`src/rtl/mmio_port_bank.sv`:
```
// -----------------------------------------------------------------------------
// mmio_port_bank
//   Memory-mapped register bank on the data-memory bus. It holds NUM_OUT
//   byte-wide output ports and one synchronised input port. Rising edges on
//   the input port set sticky flags that are cleared by writing 1 to them.
//   Read data is registered, so it is valid one clock after the address.
//
//   Byte map (offset from BASE_ADDR):
//     0x00..NUM_OUT-1  OUT[i]    read/write
//     0x10             IN        read-only, zero-extended
//     0x11             reserved  reads 0
//     0x12             EDGE      write-1-to-clear
//     0x13             MASK      read/write only with the irq option
//   Lane rule: an even register always takes wdata[7:0] and an odd register
//   always takes wdata[15:8]. A word access at an even address covers the pair.
//
//   Optional feature macro: MMIO_PORT_BANK_IRQ_EN
//     defined   -> MASK register plus registered irq = |(EDGE & MASK)
//     undefined -> MASK reads 0 and ignores writes, irq tied to 0
// -----------------------------------------------------------------------------
module mmio_port_bank #(
    parameter int          ADDR_WIDTH  = 10,
    parameter int unsigned BASE_ADDR   = 32'h0000_0080,
    parameter int          NUM_OUT     = 4,
    parameter int          IN_WIDTH    = 8,
    parameter int          SYNC_STAGES = 2,
    parameter logic [7:0]  OUT_RESET   = 8'h00
) (
    input  logic                    clk,
    input  logic                    rst,
    input  logic                    wen,
    input  logic                    byt,
    input  logic [ADDR_WIDTH-1:0]   addr,
    input  logic [15:0]             wdata,
    output logic [15:0]             rdata,
    input  logic [IN_WIDTH-1:0]     in_raw,
    output logic [NUM_OUT*8-1:0]    out_port,
    output logic                    irq
);

    // Offsets of the fixed registers inside the bank
    localparam logic [4:0] OFF_IN   = 5'h10;
    localparam logic [4:0] OFF_EDGE = 5'h12;
    localparam logic [4:0] OFF_MASK = 5'h13;

    // One bit wider than the address so that addresses below the base wrap
    // to a large value and fall outside the bank.
    localparam logic [ADDR_WIDTH:0] BASE_X = (ADDR_WIDTH+1)'(BASE_ADDR);
    localparam logic [ADDR_WIDTH:0] SPAN_X = (ADDR_WIDTH+1)'(20);

    // ------------------------------------------------------------------
    // Address decode and lane write strobes
    // ------------------------------------------------------------------
    logic [ADDR_WIDTH:0] w_off_full;
    logic                w_hit;
    logic [4:0]          w_off;
    logic [4:0]          w_lo_off;
    logic [4:0]          w_hi_off;
    logic                w_wr_lo;
    logic                w_wr_hi;

    // Decode the bank offset and which byte lanes this access writes
    always_comb begin
        w_off_full = {1'b0, addr} - BASE_X;
        w_hit      = (w_off_full < SPAN_X);
        w_off      = w_off_full[4:0];
        w_lo_off   = {w_off[4:1], 1'b0};
        w_hi_off   = {w_off[4:1], 1'b1};
        // Even register: only an access at the even address itself
        w_wr_lo    = wen & w_hit & ~w_off[0];
        // Odd register: any access at the odd address, or a word at the even one
        w_wr_hi    = wen & w_hit & (w_off[0] | ~byt);
    end

    // ------------------------------------------------------------------
    // Output port registers
    // ------------------------------------------------------------------
    logic [NUM_OUT*8-1:0] r_out;

    // Output byte registers; lane parity picks the matching data byte
    always_ff @(posedge clk or posedge rst) begin
        if (rst) begin
            r_out <= {NUM_OUT{OUT_RESET}};
        end else begin
            for (int i = 0; i < NUM_OUT; i++) begin
                if (w_wr_lo && (w_lo_off == 5'(i))) begin
                    r_out[i*8 +: 8] <= wdata[7:0];
                end else if (w_wr_hi && (w_hi_off == 5'(i))) begin
                    r_out[i*8 +: 8] <= wdata[15:8];
                end else begin
                    r_out[i*8 +: 8] <= r_out[i*8 +: 8];
                end
            end
        end
    end

    assign out_port = r_out;

    // ------------------------------------------------------------------
    // Input synchroniser and edge detection
    // ------------------------------------------------------------------
    logic [IN_WIDTH-1:0] r_sync [SYNC_STAGES];
    logic [IN_WIDTH-1:0] r_in_prev;
    logic [IN_WIDTH-1:0] r_edge;
    logic [IN_WIDTH-1:0] w_in_s;
    logic [IN_WIDTH-1:0] w_rise;
    logic [IN_WIDTH-1:0] w_clr;

    // Synchroniser chain; stages reset low, so a pin that is already high
    // at reset release still produces one rising edge
    always_ff @(posedge clk or posedge rst) begin
        if (rst) begin
            for (int s = 0; s < SYNC_STAGES; s++) begin
                r_sync[s] <= '0;
            end
            r_in_prev <= '0;
        end else begin
            r_sync[0] <= in_raw;
            for (int s = 1; s < SYNC_STAGES; s++) begin
                r_sync[s] <= r_sync[s-1];
            end
            r_in_prev <= r_sync[SYNC_STAGES-1];
        end
    end

    // Rising-edge detect and write-1-to-clear mask for the flag register
    always_comb begin
        w_in_s = r_sync[SYNC_STAGES-1];
        w_rise = w_in_s & ~r_in_prev;
        if (w_wr_lo && (w_lo_off == OFF_EDGE)) begin
            w_clr = wdata[IN_WIDTH-1:0];
        end else begin
            w_clr = '0;
        end
    end

    // Sticky edge flags; a new edge wins over a clear on the same bit
    always_ff @(posedge clk or posedge rst) begin
        if (rst) begin
            r_edge <= '0;
        end else begin
            r_edge <= (r_edge & ~w_clr) | w_rise;
        end
    end

    // ------------------------------------------------------------------
    // Interrupt mask and request
    // ------------------------------------------------------------------
    logic [IN_WIDTH-1:0] w_mask;

`ifdef MMIO_PORT_BANK_IRQ_EN
    logic [IN_WIDTH-1:0] r_mask;
    logic                r_irq;

    // Mask register lives in the odd lane of the EDGE/MASK pair
    always_ff @(posedge clk or posedge rst) begin
        if (rst) begin
            r_mask <= '0;
        end else if (w_wr_hi && (w_hi_off == OFF_MASK)) begin
            r_mask <= wdata[8 +: IN_WIDTH];
        end else begin
            r_mask <= r_mask;
        end
    end

    // Registered interrupt: follows the masked flags one clock later
    always_ff @(posedge clk or posedge rst) begin
        if (rst) begin
            r_irq <= 1'b0;
        end else begin
            r_irq <= |(r_edge & r_mask);
        end
    end

    assign w_mask = r_mask;
    assign irq    = r_irq;
`else
    assign w_mask = '0;
    assign irq    = 1'b0;
`endif

    // ------------------------------------------------------------------
    // Read path
    // ------------------------------------------------------------------
    logic [7:0]  w_in_byte;
    logic [7:0]  w_edge_byte;
    logic [7:0]  w_mask_byte;
    logic [15:0] r_rdata;

    // Zero-extend the narrow input-side registers to a byte
    always_comb begin
        w_in_byte   = 8'h00;
        w_edge_byte = 8'h00;
        w_mask_byte = 8'h00;
        w_in_byte[IN_WIDTH-1:0]   = w_in_s;
        w_edge_byte[IN_WIDTH-1:0] = r_edge;
        w_mask_byte[IN_WIDTH-1:0] = w_mask;
    end

    // Read value of one in-bank byte offset; holes read zero
    function automatic logic [7:0] rd_byte(input logic [4:0] off);
        logic [7:0] b;
        b = 8'h00;
        if (off < 5'(NUM_OUT)) begin
            b = r_out[{off[3:0], 3'b000} +: 8];
        end else begin
            case (off)
                OFF_IN:   b = w_in_byte;
                OFF_EDGE: b = w_edge_byte;
                OFF_MASK: b = w_mask_byte;
                default:  b = 8'h00;
            endcase
        end
        return b;
    endfunction

    // Registered read of the aligned pair; sees pre-write register values
    always_ff @(posedge clk or posedge rst) begin
        if (rst) begin
            r_rdata <= 16'h0000;
        end else if (w_hit) begin
            r_rdata <= {rd_byte(w_hi_off), rd_byte(w_lo_off)};
        end else begin
            r_rdata <= 16'h0000;
        end
    end

    assign rdata = r_rdata;

endmodule

```
`config.mk`:
```
export PLATFORM = sky130hd
export DESIGN_NAME = mmio_port_bank
export DESIGN_NICKNAME = d
export VERILOG_FILES = /design/src/rtl/mmio_port_bank.sv
export SDC_FILE = /design/constraint.sdc
export NUM_CORES = 1
export LEC_CHECK = 0
export CORE_UTILIZATION = 30
export CTS_BUF_LIST = sky130_fd_sc_hd__clkbuf_4
export DETAILED_ROUTE_END_ITERATION = 10
export PLACE_DENSITY = 0.62
export SYNTH_ARGS = -nofsm -noshare
export SYNTH_HDL_FRONTEND = slang
export SYNTH_SLANG_ARGS = --single-unit
```
`constraint.sdc`:
```
create_clock -name clk -period 6.7 [get_ports clk]
set_input_delay 1.675 -clock clk [delete_from_list [all_inputs] [get_ports clk]]
set_output_delay 1.675 -clock clk [all_outputs]
set_load 0.02 [all_outputs]
```
Yosys cells after proc, flatten, opt, wreduce, memory -nomap -nowiden
Index checks and enable logic that the tools add are counted.
{"block": "classes", "addsub": 1, "n_lt_le_gt_ge": 3, "n_eq_ne": 3, "shift": 2, "n_mux": 8, "bitwise": 11, "n_reduce_logical": 10}
{"cell": "32-bit by 8-bit indexed part select with 8-bit output", "n": 2}
{"cell": "8-bit 2-to-1 mux", "n": 6}
{"cell": "8-bit bitwise AND", "n": 2}
{"cell": "16-bit 2-to-1 mux", "n": 1}
{"cell": "8-bit inverter", "n": 2}
{"cell": "8-bit case mux with 2 select lines", "n": 1}
{"cell": "11-bit by 5-bit < comparator with 1-bit output (second input constant)", "n": 1}
{"cell": "10-bit by 8-bit subtractor with 11-bit output (second input constant)", "n": 1}
{"cell": "5-bit zero test", "n": 2}
{"cell": "5-bit by 3-bit < comparator with 1-bit output (second input constant)", "n": 2}
{"cell": "4-bit == test (second input constant)", "n": 2}
{"cell": "8-bit OR", "n": 1}
{"cell": "1-bit logical AND", "n": 6}
{"cell": "4-bit by 1-bit == test with 1-bit output (second input constant)", "n": 1}
{"cell": "4-bit zero test", "n": 1}
{"cell": "1-bit bitwise AND", "n": 3}
{"cell": "1-bit inverter", "n": 2}
{"cell": "2-bit nonzero test", "n": 1}
{"cell": "1-bit OR", "n": 1}
{"block": "word_totals", "reg_bits": 80, "input_bits": 38, "out_inout_bits": 49, "word_cells": 47}

Depth between registers and ports, before layout
{"block": "logic_depth", "depth_word": 9, "depth_mapped": 5, "depth_no_buf": 3}

Worst setup path before layout
Ideal clock, no wire load.
{"block": "synth_path", "path_kind": "in2reg", "from": "in addr[4]", "to": "reg r_out[24] (netlist: out_port[24])", "setup_ns": 0.125, "arrival_ns": 2.731, "required_ns": 6.575, "path_slack_ns": 3.844, "cell_stages": 4, "path_buffers": 1, "cell_sequence": "and2b_1 -> o2111a_1 -> buf_2 -> mux2_2"}
{"block": "synth_via", "elab_chain_cells": 5, "word_cells_on_any_way": 6, "classes_between": "add/sub: 1; order compare: 1; eq/ne: 1; bitwise: 2; reduce/logical: 1"}
{"element": "start: declaration", "line": "33", "text": "input logic [ADDR_WIDTH-1:0] addr,"}
{"element": "10-bit by 8-bit subtractor with 11-bit output *", "line": "64", "text": "w_off_full = {1'b0, addr} - BASE_X;"}
{"element": "11-bit by 5-bit < comparator with 1-bit output", "line": "65", "text": "w_hit = (w_off_full < SPAN_X);"}
{"element": "1-bit bitwise AND (2 in a row)", "line": "72", "text": "w_wr_hi = wen & w_hit & (w_off[0] | ~byt);"}
{"element": "1-bit logical AND *", "line": "88", "text": "end else if (w_wr_hi && (w_hi_off == 5'(i))) begin"}
{"element": "end signal: indexed assignment", "line": "87", "text": "r_out[i*8 +: 8] <= wdata[7:0];"}
{"element": "end signal: indexed assignment", "line": "89", "text": "r_out[i*8 +: 8] <= wdata[15:8];"}
{"element": "end signal: indexed assignment", "line": "91", "text": "r_out[i*8 +: 8] <= r_out[i*8 +: 8];"}
{"element": "end: declaration", "line": "78", "text": "logic [NUM_OUT*8-1:0] r_out;"}
Mark *: on every way between the ends. The rest lies on a longest branch, timed or not.
A chain may end at the register's enable or synchronous reset.

Worst setup path in the final report
{"block": "layout_path", "from": "in addr[1]", "to": "reg r_out[25] (netlist: out_port[25])"}
The elaborated chain is that of the path after synthesis.

==> qor.yml <==
status:
  outcome: "complete, no violations"
place:
  post_dp_cell_area_um2: 4090
  post-place-ws_ps: 2450
  dp_hpwl_um: 4600
  gp_routability_congestion: 0.697
  placement.io_buffers: 85
setup_path:
  reg2reg_setup_slack_ps: 5530
  slowest_stage: "sky130_fd_sc_hd__clkdlybuf4s50_1"
  stages_on_the_worst_setup_path: 5
  critical_path.reg2reg.startpoint: "w_in_byte[2]$_DFF_PP0_"
  critical_path_data_required_time_ps: 7020
  timing.critical_path.slowest_cell_delay_ps: 960
  timing.reg2reg.worst_path_depth: 2
  critical_path_startpoint_category: "input port"
  crit_path_end_kind: "register"
  critical_path.cell_chain: "clkdlybuf4s50_1 -> buf_4 -> nor4b_1 -> o2111a_1 -> mux2_2"
  critical_path.startpoint: "addr[1]"
  crit_end: "out_port[25]$_DFFE_PP0P_"
  critical_path_class: "input port to register"
  path_buf_inv: 2
  critical_path_peak_fanout: 13
  timing.critical_path.max_delay_family: "buffers and inverters"
  timing.rr.end: "rdata[2]$_DFF_PP0_"
  critical_path_arrival_ps: 4080
hold_path:
  timing.hold.worst.class: "register to register"
cts:
  clk_path_buf_depth: 2
  cts_root_buf: "sky130_fd_sc_hd__clkbuf_4"
  tritoncts: "yes"
  post_cts_hold_buffer_count: 0
  cts.sinks: 80
  cts_max_level: 3
  numCtsBuffers: 9
  postCtsSetupBuffers: 0
  worst_skew_pair.late_latency_ps: 420
  clk_pin_slew_worst_paths_ps: 130
  post_cts_resized: 0
routing:
  avgViaCountPerCell: 4.45
  route.antenna.remaining_nets: 0
  totalWireLength_um: 6670
  dr_total_vias: 1873
  route.detailed.drc: 0
  detailedRoute.firstPassIterationCount: 4
  detail_route.iter0.violations: 127
  post_drt_wl_per_cell_um: 15.9
cells_and_area:
  synthToLayoutAreaGrowth_pct: 36.4
  fraction_of_layout_cells_with_a_size_suffix_above_1_pct: 23.3
  antenna_diode_instance_count: 0
  postLayoutCellArea_um2: 4240
  layout.nets: 321
sta:
  timing.final.ws_setup_ps: 2940
  final_period_minus_worst_setup_slack_ps: 3760
  grt_setup_unrepaired: "false"
  setup_viol: 0
  clock_skew_ps: 15.1
  slew_headroom_pct: 34.2
  timing_max_transition_violations_final: 0
  worstMarginPinSlew_ps: 987
  final-hold-violation-count: 0
  period_share_pct: 56.2
  fin_tns_setup_ps: 0
  fmax_ghz: 0.266
floorplan:
  ios: 87
  die_w_um: 104
  floorplan.core_area_um2: 9910
  dieHeight_um: 104
  num_rows: 36
  design.die.area_um2: 10800
  start_util_pct: 31.4
global_route:
  grt_first_pass_wirelength_um: 11000
  grt_overflow: 0
  first_global_vias: 1975
  grt_max_degree: 81
  grt_antenna_before_repair: 0
  global_route.usage.total_pct: 13.3
power:
  p_per_area_nw_per_um2: 203
  p_leak_nw: 1.92
  vdd_ir_drop_max_uv: 115
logic_synthesis:
  synth_area_per_cell_um2: 16.1
  synth-warning-count: 0
  total_nets_after_synthesis: 231
  synth.cell_area_um2: 3110
  synthesis.instances: 193
  synth-seq-cells: 80
  synth.yosys.seq_area_share_pct: 64.4
  synth.lib_cells_used.distinct: 25
flow_run:
  timing.max_cap.violations: 0
-- layout make-up --
| cell class | count | area [um^2] |
|---|---|---|
| tap | 133 | 166 |
| clock buffer | 10 | 75.1 |
| inverter | 10 | 38.8 |
| timing repair buffer | 88 | 873 |
| fill | 929 | 5670 |
| multi-input combinational | 94 | 1010 |
| sequential | 80 | 2000 |
| clock inverter | 6 | 67.6 |
-- synthesized netlist by cell type (all sizes together) --
master   instances  area [um^2]
nor4b            2         32.5
and2b            1         7.51
nor4             1         21.3
and3             8         50.1
a22o             8         70.1
nand4           10         92.6
mux4             8          180
o2111ai          1         26.3
conb             1         3.75
and4b            1         10.0
nor2             9         33.8
nand3b           1         11.3
nor3             1         16.3
buf              7         46.3
o2111a           1         11.3
clkbuf           2         7.51
inv             10         37.5
mux2i            8         80.1
dfrtp           80         2000
nor2b            1         6.26
mux2            32          360
-- routing by layer --
layer / GRT usage [%] / vias up / routed length [um]
met5: 0 / - / 0
met4: 3.67 / 0 / 77
met3: 4.72 / 5 / 349
met2: 21.6 / 59 / 3260
met1: 16.8 / 936 / 2980
li1: - / 873 / -
-- metrics by stage --
step	power, mW	util, %	hold slack, ps	instances
2_1_floorplan	0.542	-	331	193
3_3_place_gp	0.583	41.3	335	405
3_5_place_dp	0.584	41.3	335	405
4_1_cts	0.878	42.8	358	421
5_1_grt	0.902	42.8	364	421
6_report	0.861	42.8	355	421
-- layout by cell type, fill, tap and decap left out, types with 2 or more instances in the layout --
master	count
sky130_fd_sc_hd__inv_1	9
sky130_fd_sc_hd__mux2_2	32
sky130_fd_sc_hd__buf_4	3
sky130_fd_sc_hd__dfrtp_1	80
sky130_fd_sc_hd__clkdlybuf4s50_1	85
sky130_fd_sc_hd__clkinv_2	2
sky130_fd_sc_hd__mux4_2	8
sky130_fd_sc_hd__and3_1	8
sky130_fd_sc_hd__nor2_1	9
sky130_fd_sc_hd__clkinvlp_4	2
sky130_fd_sc_hd__nand4_1	8
sky130_fd_sc_hd__inv_6	2
sky130_fd_sc_hd__mux2i_1	8
sky130_fd_sc_hd__clkbuf_4	10
sky130_fd_sc_hd__nand4_4	2
sky130_fd_sc_hd__a22o_1	8
-- worst min-delay path by stage --
stage	startpoint	end	cells past startpoint
after floorplan	r_sync[8]$_DFF_PP0_	w_in_byte[0]$_DFF_PP0_	0
after global placement	r_sync[12]$_DFF_PP0_	w_in_byte[4]$_DFF_PP0_	0
after detailed placement	r_sync[10]$_DFF_PP0_	w_in_byte[2]$_DFF_PP0_	0
after CTS	r_sync[8]$_DFF_PP0_	w_in_byte[0]$_DFF_PP0_	0
after global routing	r_sync[8]$_DFF_PP0_	w_in_byte[0]$_DFF_PP0_	0
final	r_sync[8]$_DFF_PP0_	w_in_byte[0]$_DFF_PP0_	0
-- state kept, by name (all words and copies together) (netlist names) --
| register | flops |
|---|---|
| out_port | 32 |
| r_edge | 8 |
| r_in_prev | 8 |
| r_sync | 8 |
| rdata | 16 |
| w_in_byte | 8 |
-- worst reg2reg max path, stage by stage (launching register included) --
cell and delay, ps:
sky130_fd_sc_hd__dfrtp_1 430, sky130_fd_sc_hd__mux4_2 450, sky130_fd_sc_hd__and3_1 190
-- where the power goes --
part	switching (mW)	leakage (nW)	internal [mW]
logic	0.0357	0.827	0.0380
clock network	0.168	0.0734	0.120
registers	0.00597	1.02	0.494
total	0.210	1.92	0.652
-- cells by family (layout without fill, tap and decap cells) --
logic type,after synthesis,in the layout,synth area share [%]
compound gates,10,10,3.46
mux,48,48,20.0
simple gates,35,35,9.06
other cells,1,1,0.121
buf+inv,19,114,2.94
flops,80,80,64.4
Power figures use the tool's default switching activity.
